--- src/rtl/spi_read_sequencer_pkg.sv ---
// ============================================================================
// Module  : spi_read_sequencer_pkg
// Brief   : Shared types and widths for the SPI read-request sequencer.
// Revision: 1.0 - initial release
// ============================================================================
`default_nettype none

package spi_read_sequencer_pkg;

  localparam int SS_W   = 2;
  localparam int ADDR_W = 8;
  localparam int DATA_W = 8;

  localparam logic [DATA_W-1:0] ERR_DATA = 8'h00;

  typedef enum logic [1:0] {
    ST_IDLE  = 2'd0,
    ST_ISSUE = 2'd1,
    ST_WAIT  = 2'd2,
    ST_RESP  = 2'd3
  } state_e;

  typedef struct packed {
    logic [SS_W-1:0]   ss;
    logic [ADDR_W-1:0] addr;
  } req_t;

endpackage

`default_nettype wire

--- src/rtl/spi_read_sequencer_if.sv ---
// ============================================================================
// Module  : spi_read_sequencer_if
// Brief   : Request, master-device and response signals of the sequencer.
// Revision: 1.0 - initial release
// ============================================================================
`default_nettype none

interface spi_read_sequencer_if #(
  parameter int DEPTH = 4
);
  import spi_read_sequencer_pkg::*;

  logic                         req_valid;
  logic                         req_ready;
  logic [SS_W-1:0]              req_ss;
  logic [ADDR_W-1:0]            req_addr;
  logic                         mst_start;
  logic [SS_W-1:0]              mst_ss_addr;
  logic [ADDR_W-1:0]            mst_data_addr;
  logic                         mst_done;
  logic [DATA_W-1:0]            mst_data;
  logic                         rsp_valid;
  logic                         rsp_ready;
  logic [SS_W-1:0]              rsp_ss;
  logic [ADDR_W-1:0]            rsp_addr;
  logic [DATA_W-1:0]            rsp_data;
  logic                         rsp_err;
  logic [$clog2(DEPTH+1)-1:0]   count;

  // Sequencer side
  modport master (
    input  req_valid, req_ss, req_addr, mst_done, mst_data, rsp_ready,
    output req_ready, mst_start, mst_ss_addr, mst_data_addr,
           rsp_valid, rsp_ss, rsp_addr, rsp_data, rsp_err, count
  );

  // Requester / master-device / consumer side
  modport slave (
    output req_valid, req_ss, req_addr, mst_done, mst_data, rsp_ready,
    input  req_ready, mst_start, mst_ss_addr, mst_data_addr,
           rsp_valid, rsp_ss, rsp_addr, rsp_data, rsp_err, count
  );

endinterface

`default_nettype wire

--- src/rtl/spi_read_sequencer_fifo.sv ---
// ============================================================================
// Module  : spi_read_sequencer_fifo
// Brief   : Synchronous request FIFO with wrap-around pointers and occupancy.
// Revision: 1.0 - initial release
// ============================================================================
`default_nettype none

module spi_read_sequencer_fifo
  import spi_read_sequencer_pkg::*;
#(
  parameter int DEPTH = 4
) (
  input  wire logic                       clk_i,
  input  wire logic                       rst_ni,
  input  wire logic                       push_i,
  input  wire logic                       pop_i,
  input  wire req_t                       wdata_i,
  output req_t                            rdata_o,
  output logic [$clog2(DEPTH+1)-1:0]      count_o,
  output logic                            full_o,
  output logic                            empty_o
);

  localparam int PTR_W = (DEPTH > 1) ? $clog2(DEPTH) : 1;
  localparam int CNT_W = $clog2(DEPTH+1);

  req_t             mem_q [DEPTH];
  logic [PTR_W-1:0] wr_ptr_q;
  logic [PTR_W-1:0] rd_ptr_q;
  logic [CNT_W-1:0] count_q;
  logic             do_push;
  logic             do_pop;

  assign full_o  = (count_q == CNT_W'(DEPTH));
  assign empty_o = (count_q == '0);
  assign do_push = push_i & ~full_o;
  assign do_pop  = pop_i & ~empty_o;
  assign rdata_o = mem_q[rd_ptr_q];
  assign count_o = count_q;

  always_ff @(posedge clk_i) begin
    if (do_push) begin
      mem_q[wr_ptr_q] <= wdata_i;
    end
  end

  always_ff @(posedge clk_i) begin
    if (!rst_ni) begin
      wr_ptr_q <= '0;
      rd_ptr_q <= '0;
      count_q  <= '0;
    end else begin
      if (do_push) begin
        wr_ptr_q <= (wr_ptr_q == PTR_W'(DEPTH-1)) ? '0 : wr_ptr_q + PTR_W'(1);
      end
      if (do_pop) begin
        rd_ptr_q <= (rd_ptr_q == PTR_W'(DEPTH-1)) ? '0 : rd_ptr_q + PTR_W'(1);
      end
      case ({do_push, do_pop})
        2'b10:   count_q <= count_q + CNT_W'(1);
        2'b01:   count_q <= count_q - CNT_W'(1);
        default: count_q <= count_q;
      endcase
    end
  end

endmodule

`default_nettype wire

--- src/rtl/spi_read_sequencer.sv ---
// ============================================================================
// Module  : spi_read_sequencer
// Brief   : Issues queued register reads to master_device one at a time and
//           returns each byte (or a timeout error) on a valid/ready port.
// Revision: 1.0 - initial release
// ============================================================================
`default_nettype none

module spi_read_sequencer
  import spi_read_sequencer_pkg::*;
#(
  parameter int DEPTH   = 4,
  parameter int TIMEOUT = 64
) (
  input  wire logic               clk_i,
  input  wire logic               rst_ni,
  spi_read_sequencer_if.master    bus
);

  localparam int TW = $clog2(TIMEOUT);

  state_e              state_q,    state_d;
  logic [TW-1:0]       timer_q,    timer_d;
  logic [SS_W-1:0]     mst_ss_q,   mst_ss_d;
  logic [ADDR_W-1:0]   mst_addr_q, mst_addr_d;
  logic [DATA_W-1:0]   rsp_data_q, rsp_data_d;
  logic                rsp_err_q,  rsp_err_d;

  req_t  head;
  req_t  wdata;
  logic  full;
  logic  empty;
  logic  push;
  logic  pop;

  // Ready is forced low while reset is held so every output reads 0 then.
  assign bus.req_ready = rst_ni & ~full;
  assign push          = bus.req_valid & bus.req_ready;
  assign pop           = (state_q == ST_RESP) & bus.rsp_ready;
  assign wdata.ss      = bus.req_ss;
  assign wdata.addr    = bus.req_addr;

  spi_read_sequencer_fifo #(
    .DEPTH (DEPTH)
  ) u_fifo (
    .clk_i   (clk_i),
    .rst_ni  (rst_ni),
    .push_i  (push),
    .pop_i   (pop),
    .wdata_i (wdata),
    .rdata_o (head),
    .count_o (bus.count),
    .full_o  (full),
    .empty_o (empty)
  );

  always_comb begin
    state_d    = state_q;
    timer_d    = timer_q;
    mst_ss_d   = mst_ss_q;
    mst_addr_d = mst_addr_q;
    rsp_data_d = rsp_data_q;
    rsp_err_d  = rsp_err_q;
    case (state_q)
      ST_IDLE: begin
        if (!empty) begin
          state_d    = ST_ISSUE;
          mst_ss_d   = head.ss;
          mst_addr_d = head.addr;
        end
      end
      ST_ISSUE: begin
        timer_d = '0;
        state_d = ST_WAIT;
      end
      ST_WAIT: begin
        // A completion arriving on the timeout cycle still counts as success.
        if (bus.mst_done) begin
          state_d    = ST_RESP;
          rsp_data_d = bus.mst_data;
          rsp_err_d  = 1'b0;
        end else begin
          timer_d = timer_q + TW'(1);
          if (timer_d == TW'(TIMEOUT-1)) begin
            state_d    = ST_RESP;
            rsp_data_d = ERR_DATA;
            rsp_err_d  = 1'b1;
          end
        end
      end
      ST_RESP: begin
        if (bus.rsp_ready) begin
          state_d = ST_IDLE;
        end
      end
      default: state_d = ST_IDLE;
    endcase
  end

  always_ff @(posedge clk_i) begin
    if (!rst_ni) begin
      state_q    <= ST_IDLE;
      timer_q    <= '0;
      mst_ss_q   <= '0;
      mst_addr_q <= '0;
      rsp_data_q <= '0;
      rsp_err_q  <= 1'b0;
    end else begin
      state_q    <= state_d;
      timer_q    <= timer_d;
      mst_ss_q   <= mst_ss_d;
      mst_addr_q <= mst_addr_d;
      rsp_data_q <= rsp_data_d;
      rsp_err_q  <= rsp_err_d;
    end
  end

  assign bus.mst_start     = (state_q == ST_ISSUE);
  assign bus.mst_ss_addr   = mst_ss_q;
  assign bus.mst_data_addr = mst_addr_q;
  assign bus.rsp_valid     = (state_q == ST_RESP);
  assign bus.rsp_ss        = mst_ss_q;
  assign bus.rsp_addr      = mst_addr_q;
  assign bus.rsp_data      = rsp_data_q;
  assign bus.rsp_err       = rsp_err_q;

endmodule

`default_nettype wire

--- src/flat_wrapper.sv ---
// flat-port wrapper written by rule: the top's interface ports become plain ports
module spi_read_sequencer_flat import spi_read_sequencer_pkg::*;
#(
  parameter int DEPTH   = 4,
  parameter int TIMEOUT = 64
)
  (clk_i, rst_ni, bus_req_valid, bus_req_ss, bus_req_addr, bus_mst_done, bus_mst_data, bus_rsp_ready, bus_req_ready, bus_mst_start, bus_mst_ss_addr, bus_mst_data_addr, bus_rsp_valid, bus_rsp_ss, bus_rsp_addr, bus_rsp_data, bus_rsp_err, bus_count);
  spi_read_sequencer_if #(.DEPTH(DEPTH)) bus_i ();
  input  wire logic clk_i;
  input  wire logic rst_ni;
  input wire logic [$bits(bus_i.req_valid)-1:0] bus_req_valid;
  input wire logic [$bits(bus_i.req_ss)-1:0] bus_req_ss;
  input wire logic [$bits(bus_i.req_addr)-1:0] bus_req_addr;
  input wire logic [$bits(bus_i.mst_done)-1:0] bus_mst_done;
  input wire logic [$bits(bus_i.mst_data)-1:0] bus_mst_data;
  input wire logic [$bits(bus_i.rsp_ready)-1:0] bus_rsp_ready;
  output wire logic [$bits(bus_i.req_ready)-1:0] bus_req_ready;
  output wire logic [$bits(bus_i.mst_start)-1:0] bus_mst_start;
  output wire logic [$bits(bus_i.mst_ss_addr)-1:0] bus_mst_ss_addr;
  output wire logic [$bits(bus_i.mst_data_addr)-1:0] bus_mst_data_addr;
  output wire logic [$bits(bus_i.rsp_valid)-1:0] bus_rsp_valid;
  output wire logic [$bits(bus_i.rsp_ss)-1:0] bus_rsp_ss;
  output wire logic [$bits(bus_i.rsp_addr)-1:0] bus_rsp_addr;
  output wire logic [$bits(bus_i.rsp_data)-1:0] bus_rsp_data;
  output wire logic [$bits(bus_i.rsp_err)-1:0] bus_rsp_err;
  output wire logic [$bits(bus_i.count)-1:0] bus_count;
  assign bus_i.req_valid = bus_req_valid;
  assign bus_i.req_ss = bus_req_ss;
  assign bus_i.req_addr = bus_req_addr;
  assign bus_i.mst_done = bus_mst_done;
  assign bus_i.mst_data = bus_mst_data;
  assign bus_i.rsp_ready = bus_rsp_ready;
  assign bus_req_ready = bus_i.req_ready;
  assign bus_mst_start = bus_i.mst_start;
  assign bus_mst_ss_addr = bus_i.mst_ss_addr;
  assign bus_mst_data_addr = bus_i.mst_data_addr;
  assign bus_rsp_valid = bus_i.rsp_valid;
  assign bus_rsp_ss = bus_i.rsp_ss;
  assign bus_rsp_addr = bus_i.rsp_addr;
  assign bus_rsp_data = bus_i.rsp_data;
  assign bus_rsp_err = bus_i.rsp_err;
  assign bus_count = bus_i.count;
  spi_read_sequencer #(.DEPTH(DEPTH), .TIMEOUT(TIMEOUT)) u_core (.clk_i(clk_i), .rst_ni(rst_ni), .bus(bus_i));
endmodule
--- config.mk ---
export PLATFORM = sky130hd
export DESIGN_NAME = spi_read_sequencer_flat
export DESIGN_NICKNAME = d
export VERILOG_FILES = /design/src/rtl/spi_read_sequencer_pkg.sv /design/src/rtl/spi_read_sequencer_if.sv /design/src/rtl/spi_read_sequencer_fifo.sv /design/src/rtl/spi_read_sequencer.sv /design/src/flat_wrapper.sv
export SDC_FILE = /design/constraint.sdc
export NUM_CORES = 1
export LEC_CHECK = 0
export ABC_AREA = 1
export CORE_AREA = 2 2 151 94
export CTS_CLUSTER_SIZE = 16
export DETAILED_ROUTE_END_ITERATION = 10
export DIE_AREA = 0 0 153 96
export GPL_TIMING_DRIVEN = 0
export PLACE_DENSITY_LB_ADDON = 0.25
export SYNTH_ARGS = -nofsm -noshare
export SYNTH_HDL_FRONTEND = slang
export SYNTH_HIERARCHICAL = 1
export SYNTH_SLANG_ARGS = --single-unit
--- constraint.sdc ---
create_clock -name clk_i -period 2.1 [get_ports clk_i]
set_clock_uncertainty 0.15 [all_clocks]
set_input_delay 0.42 -clock clk_i [delete_from_list [all_inputs] [get_ports clk_i]]
set_output_delay 0.42 -clock clk_i [all_outputs]
set_load 0.005 [all_outputs]
== Word-level counts from Yosys, hierarchy flattened ==
Memory sizes are Yosys's and may differ from the RTL's. A register that Yosys moved wholly into a read port is not among the register bits.
Index checks and enable logic that the tools add are counted.

* Word-level logic and storage cells: 59
* Flip-flop bits (word level): 24
* Input bits: 23
* Output and inout bits: 35
* Memories kept: 1
* RAM bits: 40

{| class="wikitable"
|+ Memories
! memory !! words !! bits a word !! rd ports !! clocked after memory_dff !! wr ports !! line !! text
|-
| u_core.u_fifo.mem_q || 4 || 10 || 1 || 1 || 1 || spi_read_sequencer_fifo.sv:27 || <nowiki>req_t mem_q [DEPTH];</nowiki>
|}

* Multiplexer cells: 16
* $add $sub $neg: 5
* Equality and inequality tests: 13
* Bitwise operators: 7
* Reduce and logical (&&, ||, !) cells: 10

{| class="wikitable"
|+ Operators by type and width
! operator !! number
|-
| $mux 8 || 2
|-
| $mux 2 || 6
|-
| $pmux 6 s2 || 1
|-
| $eq 2x2->1 const B || 5
|-
| $pmux 2 s4 || 1
|-
| $add 6x1->6 const B || 1
|-
| $eq 6x6->1 const B || 1
|-
| $mux 6 || 1
|-
| $ne 2x2->1 const B || 3
|-
| $pmux 3 s2 || 1
|-
| $reduce_and 2->1 || 3
|-
| $reduce_bool 2->1 || 3
|-
| $and 1x1->1 || 5
|-
| $add 2x1->2 const B || 2
|-
| $eq 2x1->1 const B || 2
|-
| $mux 1 || 4
|-
| $add 3x1->3 const B || 1
|-
| $eq 3x3->1 const B || 1
|-
| $logic_not 3->1 || 1
|-
| $ne 3x2->1 const B || 1
|-
| $reduce_and 3->1 || 1
|-
| $sub 3x1->3 const B || 1
|-
| $logic_not 2->1 || 1
|-
| $not 1->1 || 2
|-
| $logic_not 1->1 || 1
|}

== Depth between registers and ports, before layout ==
Gate-level depths: netlist of the first run.

* Depth after elaboration: 7
* Gate-level depth with buffers: 14
* Mapped depth without buffers: 14

== Hierarchy ==
Netlist of the first run, hierarchy kept.

{| class="wikitable"
|+ By module, submodules not included
! module !! area an instance (µm²) !! cells an instance !! times used
|-
| spi_read_sequencer_fifo || 1999.4 || 167 || 1
|-
| spi_read_sequencer || 1380.1 || 184 || 1
|}

== Worst setup path after synthesis of the first run ==
No wires, ideal clock.

* Path type: register to register
* Start point: register u_core.u_fifo.count_q[1], in the netlist u_core/u_fifo/count_o[1]
* End point: register u_core.u_fifo.count_q[1], in the netlist u_core/u_fifo/count_o[1]
* Stages on the path, launching flop included: 10
* Path slack: 0.057 ns
* Arrival time: 1.824 ns
* Period minus slack after synthesis: 2.043 ns
* Path buffers: 0
* Cells stage by stage: dfxtp_1 -> nor2_4 -> nand2_4 -> inv_1 -> nor3b_1 -> nand2_4 -> ha_1 -> inv_1 -> fa_1 -> a21oi_1

* Word-level cells in the longest chain between the ends: 7
* Elaborated cells on any way between the ends: 14
* Classes of those cells: add/sub: 2; eq/ne: 3; mux: 1; bitwise: 6; reduce/logical: 2

{| class="wikitable"
|+ Ends and longest elaborated chain
! what !! line !! text
|-
| start, declared || spi_read_sequencer_fifo.sv:30 || <nowiki>logic [CNT_W-1:0] count_q;</nowiki>
|-
| start signal, assigned || spi_read_sequencer_fifo.sv:60 || <nowiki>2'b10: count_q <= count_q + CNT_W'(1);</nowiki>
|-
| start signal, assigned || spi_read_sequencer_fifo.sv:61 || <nowiki>2'b01: count_q <= count_q - CNT_W'(1);</nowiki>
|-
| start signal, assigned || spi_read_sequencer_fifo.sv:62 || <nowiki>default: count_q <= count_q;</nowiki>
|-
| $eq 3x3->1 * || spi_read_sequencer_fifo.sv:34 || <nowiki>assign full_o = (count_q == CNT_W'(DEPTH));</nowiki>
|-
| via u_core.full || spi_read_sequencer.sv:31 || <nowiki>logic full;</nowiki>
|-
| $not 1->1 * || spi_read_sequencer.sv:37 || <nowiki>assign bus.req_ready = rst_ni & ~full;</nowiki>
|-
| $and 1x1->1 * || spi_read_sequencer.sv:37 ||
|-
| $and 1x1->1 * || spi_read_sequencer.sv:38 || <nowiki>assign push = bus.req_valid & bus.req_ready;</nowiki>
|-
| via u_core.push || spi_read_sequencer.sv:33 || <nowiki>logic push;</nowiki>
|-
| $and 1x1->1 * || spi_read_sequencer_fifo.sv:36 || <nowiki>assign do_push = push_i & ~full_o;</nowiki>
|-
| $eq 2x1->1 or $eq 2x2->1 (tied branches) || spi_read_sequencer_fifo.sv:59 || <nowiki>case ({do_push, do_pop})</nowiki>
|-
| $pmux 3 s2 or $reduce_bool 2->1 (tied branches) || n/a ||
|}

The timed path passes the listed nets; every way through them passes the cells marked *.
A chain may end at the register's enable or synchronous reset.

== Worst setup path after layout of the first run ==
* Start point: register u_core.state_q[1]
* End point: output bus_mst_start

* Word-level cells in the longest chain between the ends: 1

{| class="wikitable"
|+ Ends and longest elaborated chain
! what !! line !! text
|-
| start, declared || spi_read_sequencer.sv:22 || <nowiki>state_e state_q, state_d;</nowiki>
|-
| start signal, assigned || spi_read_sequencer.sv:109 || <nowiki>state_q <= state_d;</nowiki>
|-
| $eq 2x1->1 || spi_read_sequencer.sv:118 || <nowiki>assign bus.mst_start = (state_q == ST_ISSUE);</nowiki>
|-
| end, declared || flat_wrapper.sv:18 || <nowiki>output wire logic [$bits(bus_i.mst_start)-1:0] bus_mst_start;</nowiki>
|}

Every way passes these cells.

==> run_results.csv, run 1 <==
group,metric,value,unit
sta,final_max_slew_viol_count,0,
critical_path,r2r_end,"u_core/u_fifo/count_o[2]",
cells_and_area,regArea,0.00194,mm2
floorplan,start_util,25.3,%
drt,routed_via_density,4.33,
synth,netlist_instances,351,
clock_tree,clk_path_buf_depth,2,
critical_path,r2r-start,"u_core/u_fifo/count_o[1]",
cells_and_area,area_growth,35.7,%
critical_path,cp-end-kind,"primary output",
job,max-cap-violations,0,
sta,rsz0062_at_grt,"true",
cells_and_area,postLayoutCellArea,0.00459,mm2
synth,ys_types,33,
drt,dr.first_iter.drc_count,143,
synth,ys_ff_latch,76,
min_path,holdPathStages,3,
synth,yosys_warnings,6,
clock_tree,clk_pin_slew,0.06,ns
global_routing,grt_pass1_wl,12700,um
sta,holdWs,0.217,ns
floorplan,die_h,96,um
cells_and_area,layout.cells.non_filler,603,
placed_design,pre_cts_ws,-1.38,ns
critical_path,cp.buffers_inverters,2,
critical_path,worstPathMaxFanout,4,
clock_tree,hold_buffers,0,
min_path,hold_class,"in2reg",
drt,ant_nets,0,
cells_and_area,antenna_cells,0,
drt,routed_wl,8260,um
floorplan,core-area,0.0133,mm2
critical_path,startpoint_type,"register",
drt,dr_wl_met2,3400,um
sta,period_share,97.4,%
synth,synthFlopType,"edfxtp_1",
clock_tree,htreeDepth,3,
placed_design,dp.cells,583,
sta,finalHoldViolCount,0,
clock_tree,clkSinkCount,76,
cells_and_area,fillCellCount,1338,
clock_tree,clk_latency,0.33,ns
power_and_ir_drop,ir_drop,0.000327,V
critical_path,worstPathArrival,1.48,ns
drt,drc,0,
synth,synth_area_leader_cell,"edfxtp_1",
synth,syn_area_per_cell,9.63,um2
clock_tree,cts_tree,"done",
run_status,status,"finished clean",
synth,syn_nets,387,
floorplan,pin_count,58,
critical_path,r2r_setup_slack,0.09,ns
global_routing,grt.total_usage,11.5,%
placed_design,dp_hpwl,6170,um
power_and_ir_drop,p_total,4.19,mW
sta,setup_violations,0,
cells_and_area,layout-drive-gt1-share,18.9,%
floorplan,die_area,0.0147,mm2
synth,syn_area,0.00338,mm2
sta,fmax,489,MHz
global_routing,gr-total-overflow,0,
min_path,hp-start,"rst_ni",
power_and_ir_drop,p_leak,1.73,nW
min_path,hold_end,"u_core/u_fifo/wr_ptr_q[1]",
drt,wl_per_cell,13.7,um
clock_tree,clockRootBuffer,"clkbuf_16",
synth,synth_top_area_share,35.5,%
drt,maxUsedRoutingLayer,"met4",
placed_design,gp_congestion,0.785,
global_routing,grt_pass1_vias,2446,
placed_design,place_area,0.00417,mm2
synth,yosys-top-cells-count,"nor2_1 (59), edfxtp_1 (40), nand2_1 (39), dfxtp_1 (36), inv_1 (36)",
critical_path,crit_family,"buffers and inverters",
floorplan,num_rows,33,
synth,synth-seq-area-share,56.9,%
clock_tree,cts_made_buffers,9,
cells_and_area,final_nets,460,
critical_path,critical_path.max_stage_delay,0.51,ns
drt,dr_wl_met3,482,um
sta,max-slew-margin-rel,53.9,%
sta,worst_slew_pin_slew,0.691,ns
global_routing,grt_max_degree,14,
cells_and_area,multi_input_area,0.00125,mm2
cells_and_area,postLayoutCoreUtil,34.4,%
synth,async_flop_share,0,%
global_routing,antenna_found_initial,0,
sta,finalWorstSetupSlack,0.0550,ns
sta,min_period,2.05,ns
drt,wl_met1,4250,um
critical_path,critical_path_class,"reg2out",
synth,synth_most_common_cell,"nor2_1",
drt,dr.pass1.iters,4,
critical_path,crit_chain,"inv_1, ha_2, clkdlybuf4s50_1",
placed_design,port_buffers,57,
synth,synth_area_leaders,"edfxtp_1 (36%), dfxtp_1 (21%), nor2_1 (6.6%)",
power_and_ir_drop,power_density,914,mW/mm2
floorplan,die_w,153,um
critical_path,crit_slowest_cell,"clkdlybuf4s50_1",
sta,fin_setup_tns,0,ns
critical_path,required,1.53,ns
drt,dr_total_vias,2610,
synth,synth_edf_count,40,
critical_path,reg2reg_depth,14,
logic make-up after synthesis:
group           after synthesis  share of synthesized area (%)
flops                        76                           56.9
compound gates               66                           10.3
buf+inv                      58                           8.15
simple gates                136                           19.1
fa+ha+maj                    13                           5.04
xor+xnor                      2                          0.518
registers in the layout, summed over array words and instances (netlist names), 3 cells and up, named ones only:
name,count
u_core/bus.mst_data_addr,8
u_core/bus.rsp_data,8
u_core/timer_q,6
u_core/u_fifo/count_o,3
u_core/u_fifo/mem_q,40
per-layer routing:
layer	GRT usage (%)	vias to the layer above
met3	3.47	11
met2	16.0	53
met5	0	-
li1	-	1307
met1	16.7	1239
met4	4.01	0
cells in the final DEF (no fill, tap or decap), types with 2 or more instances in the layout:
cell              n
clkinv_2          3
nand3_1          14
nand3_2           4
clkbuf_1          2
ha_1              9
nor2_2            5
ha_4              2
o22ai_1          10
nor2_4            4
o21ai_1          20
buf_4            18
dfxtp_1          31
nor2_1           54
a21oi_1          20
buf_6             2
clkinv_1          2
nand2_4           4
dlymetal6s2s_1    2
clkdlybuf4s50_1  54
edfxtp_1         40
inv_1            30
clkbuf_16         9
nand4_1           3
dfxtp_4           4
inv_2             6
nand2_2           6
o21ai_0          14
nand2_1          37
buf_2             4
clkinvlp_4        2
area by class of cell:
class	count	area share (%)
Timing Repair Buffer	62	13.4
Tap cell	175	4.77
Clock buffer	9	4.91
Clock inverter	6	1.23
Sequential cell	76	42.3
Buffer	20	2.97
Inverter	38	3.19
Multi-Input combinational cell	217	27.3
power breakdown:
| group | internal (mW) | leakage, nW | switching [mW] |
|---|---|---|---|
| sequential | 1.69 | 0.660 | 0.107 |
| clock | 0.901 | 0.138 | 0.568 |
| combinational | 0.487 | 0.936 | 0.433 |
how the worst max path moves through the flow:
stage | start | to | slack [ns] | cells past startpoint
3_5_place_dp | rst_ni | u_core/u_fifo/mem_q[0][8] | -1.38 | 5
2_1_floorplan | u_core/u_fifo/count_o[1] | u_core/u_fifo/count_o[1] | 0.06 | 9
5_1_grt | u_core/u_fifo/count_o[1] | u_core/u_fifo/count_o[2] | -0.03 | 14
6_report | u_core/state_q[1] | bus_mst_start | 0.05 | 3
4_1_cts | u_core/u_fifo/count_o[0] | bus_req_ready | 0.009 | 5
3_3_place_gp | rst_ni | u_core/u_fifo/mem_q[0][2] | -1.31 | 5
worst register-to-register path, delay by kind of cell (launching register included):
| kind | cells | cell delay (ns) |
|---|---|---|
| simple gates | 8 | 0.61 |
| fa+ha+maj | 2 | 0.54 |
| flops | 1 | 0.36 |
| buf+inv | 4 | 0.25 |
repair_timing:
item / 4_1_cts / 5_1_grt
resized for setup: 28 / 16
endpoints found under the setup margin: 45 / 13
pin swaps: 1 / 7
setup buffers: 1 / 4
Power figures use the tool's default switching activity.
==> inputs of run 2 (changes only) <==
--- a/config.mk
+++ b/config.mk
@@ -6,6 +6,7 @@
 export NUM_CORES = 1
 export LEC_CHECK = 0
 export ABC_AREA = 1
+export CAP_MARGIN = 20
 export CORE_AREA = 2 2 151 94
 export CTS_CLUSTER_SIZE = 16
 export DETAILED_ROUTE_END_ITERATION = 10
==> results of run 2 <==
No change in the layout: final DEF, timing and power equal those of run 1.
==> inputs of run 3 (changes only) <==
--- a/config.mk
+++ b/config.mk
@@ -11,7 +11,6 @@
 export CTS_CLUSTER_SIZE = 16
 export DETAILED_ROUTE_END_ITERATION = 10
 export DIE_AREA = 0 0 153 96
-export GPL_TIMING_DRIVEN = 0
 export PLACE_DENSITY_LB_ADDON = 0.25
 export SYNTH_ARGS = -nofsm -noshare
 export SYNTH_HDL_FRONTEND = slang
==> run_results.csv, run 3 (synthesis gave the netlist of run 1 again) <==
group,metric,value,unit
run_status,status,"finished clean",
sta,period_share,94.6,%
drt,dr_total_vias,2626,
critical_path,cp-end-kind,"register",
power_and_ir_drop,p_total,4.33,mW
cells_and_area,largest_reg_flops,40,
drt,routed_wl,8460,um
sta,worst_slew_pin_slew,0.380,ns
cells_and_area,area_growth,35.8,%
clock_tree,clk_pin_slew,0.06,ns
cells_and_area,final_cell_mix,"nor2_1 (58), clkdlybuf4s50_1 (52), edfxtp_1 (40)",
sta,setup_violations,0,
sta,final_max_slew_viol_count,0,
critical_path,startpoint_type,"register",
floorplan,start_util,25.3,%
critical_path,reg2reg_depth,15,
global_routing,grt.total_usage,11.8,%
critical_path,worstPathMaxFanout,2,
placed_design,gp_congestion,0.782,
min_path,hold_end,"u_core/bus.rsp_err",
sta,min_period,1.99,ns
cells_and_area,antenna_cells,0,
global_routing,grt_max_degree,22,
cells_and_area,final_nets,460,
clock_tree,clk_path_buf_depth,2,
cells_and_area,layout-drive-gt1-share,16.8,%
floorplan,die_area,0.0147,mm2
floorplan,num_rows,33,
min_path,holdPathStages,2,
global_routing,grt_pass1_vias,2481,
power_and_ir_drop,ir_drop,0.000441,V
placed_design,port_buffers,57,
global_routing,grt_pass1_wl,13100,um
critical_path,r2r-start,"u_core/u_fifo/count_o[0]",
drt,routed_via_density,4.35,
critical_path,worstPathArrival,2.06,ns
floorplan,die_w,153,um
clock_tree,clockRootBuffer,"clkbuf_16",
drt,ant_nets,0,
critical_path,critical_path_class,"reg2reg",
power_and_ir_drop,p_leak,1.77,nW
sta,fmax,503,MHz
floorplan,core-area,0.0133,mm2
global_routing,gr-total-overflow,0,
clock_tree,htreeDepth,3,
min_path,hp-start,"u_core/bus.rsp_err",
placed_design,place_area,0.00422,mm2
cells_and_area,postLayoutCellArea,0.00459,mm2
floorplan,pin_count,58,
clock_tree,hold_buffers,0,
clock_tree,cts_tree,"done",
power_and_ir_drop,power_density,944,mW/mm2
critical_path,required,2.18,ns
floorplan,die_h,96,um
placed_design,dp.cells,587,
drt,dr.pass1.iters,4,
placed_design,dp_hpwl,6280,um
global_routing,antenna_found_initial,0,
min_path,hold_class,"reg2reg",
sta,rsz0062_at_grt,"false",
sta,fin_setup_tns,0,ns
clock_tree,clkSinkCount,76,
cells_and_area,layout.cells.non_filler,604,
drt,drc,0,
clock_tree,cts_made_buffers,9,
critical_path,r2r_setup_slack,0.11,ns
clock_tree,clk_latency,0.33,ns
drt,dr.first_iter.drc_count,110,
job,max-cap-violations,0,
cells_and_area,final_common_cell,"nor2_1",
sta,finalHoldViolCount,0,
drt,wl_per_cell,14.0,um
cells_and_area,largest-register,"u_core/u_fifo/mem_q",
critical_path,r2r_end,"u_core/u_fifo/count_o[2]",
sta,max-slew-margin-rel,74.6,%
[run 3: changes by cell type in the layout (fill, tap and decap cells not counted), moves of 4 or more]
cell     change
buf_2        -4
buf_4        +6
dfxtp_2      +4
dfxtp_4      -4
nor2_1       +4
[run 3: worst max-delay path, stage by stage (launching register included)]
cell and delay, ns:
dfxtp_2 0.33, nor2_4 0.13, nand2_4 0.07, inv_2 0.06
nor3b_2 0.04, buf_4 0.13, nand2_4 0.07, ha_4 0.13
inv_2 0.05, fa_2 0.36, inv_1 0.06, nand2_1 0.07
nand3_1 0.08, nand2_1 0.05, inv_1 0.05, nor2_1 0.04
[run 3: per-layer routing]
metal	share of wire (%)	vias to the layer above	GRT usage [%]
met2	41	45	16.5
met3	3.1	15	2.93
met4	1.5	0	3.78
met5	0	-	0
met1	54	1262	17.6
li1	-	1304	-
[run 3: power breakdown]
part / total (mW) / switching (mW) / internal (mW) / leakage [nW]
clock: 1.63 / 0.589 / 1.04 / 0.147
combinational: 0.923 / 0.449 / 0.474 / 0.962
sequential: 1.78 / 0.0914 / 1.69 / 0.658
total: 4.33 / 1.13 / 3.20 / 1.77
[run 3: worst max-delay path by stage]
stage / startpoint / to / slack, ns
global route: u_core/state_q[0] / u_core/u_fifo/count_o[2] / 0.0004
finish: u_core/u_fifo/count_o[0] / u_core/u_fifo/count_o[2] / 0.11
detailed placement: bus_rsp_ready / u_core/u_fifo/count_o[2] / -0.31
CTS: u_core/u_fifo/count_o[1] / u_core/u_fifo/count_o[2] / 0.002
global placement: rst_ni / u_core/u_fifo/count_o[1] / -0.31
floorplan: u_core/u_fifo/count_o[1] / u_core/u_fifo/count_o[1] / 0.06
[run 3: through the flow]
step	hold slack [ns]	setup WS (ns)	util, %
final	0.322	0.114	34.4
after global placement	0.299	-0.306	31.6
after floorplan	0.305	0.0567	-
after detailed placement	0.310	-0.312	31.6
after CTS	0.326	0.00181	34.1
after global routing	0.347	0.000363	34.4
[run 3: area by class of cell]
cell class | count | area, um2
Clock buffer | 10 | 229
Fill cell | 1333 | 8750
Inverter | 38 | 143
Sequential cell | 76 | 1930
Multi-Input combinational cell | 217 | 1220
Clock inverter | 6 | 87.6
Tap cell | 175 | 219
Timing Repair Buffer | 82 | 763
[run 3: repair_timing]
| item | in CTS | in global routing |
|---|---|---|
| setup endpoints to repair | 4 | 2 |
| cloned | 0 | 0 |
| gates resized for setup | 6 | 16 |
| setup buffers | 1 | 0 |
| pin swaps | 0 | 4 |
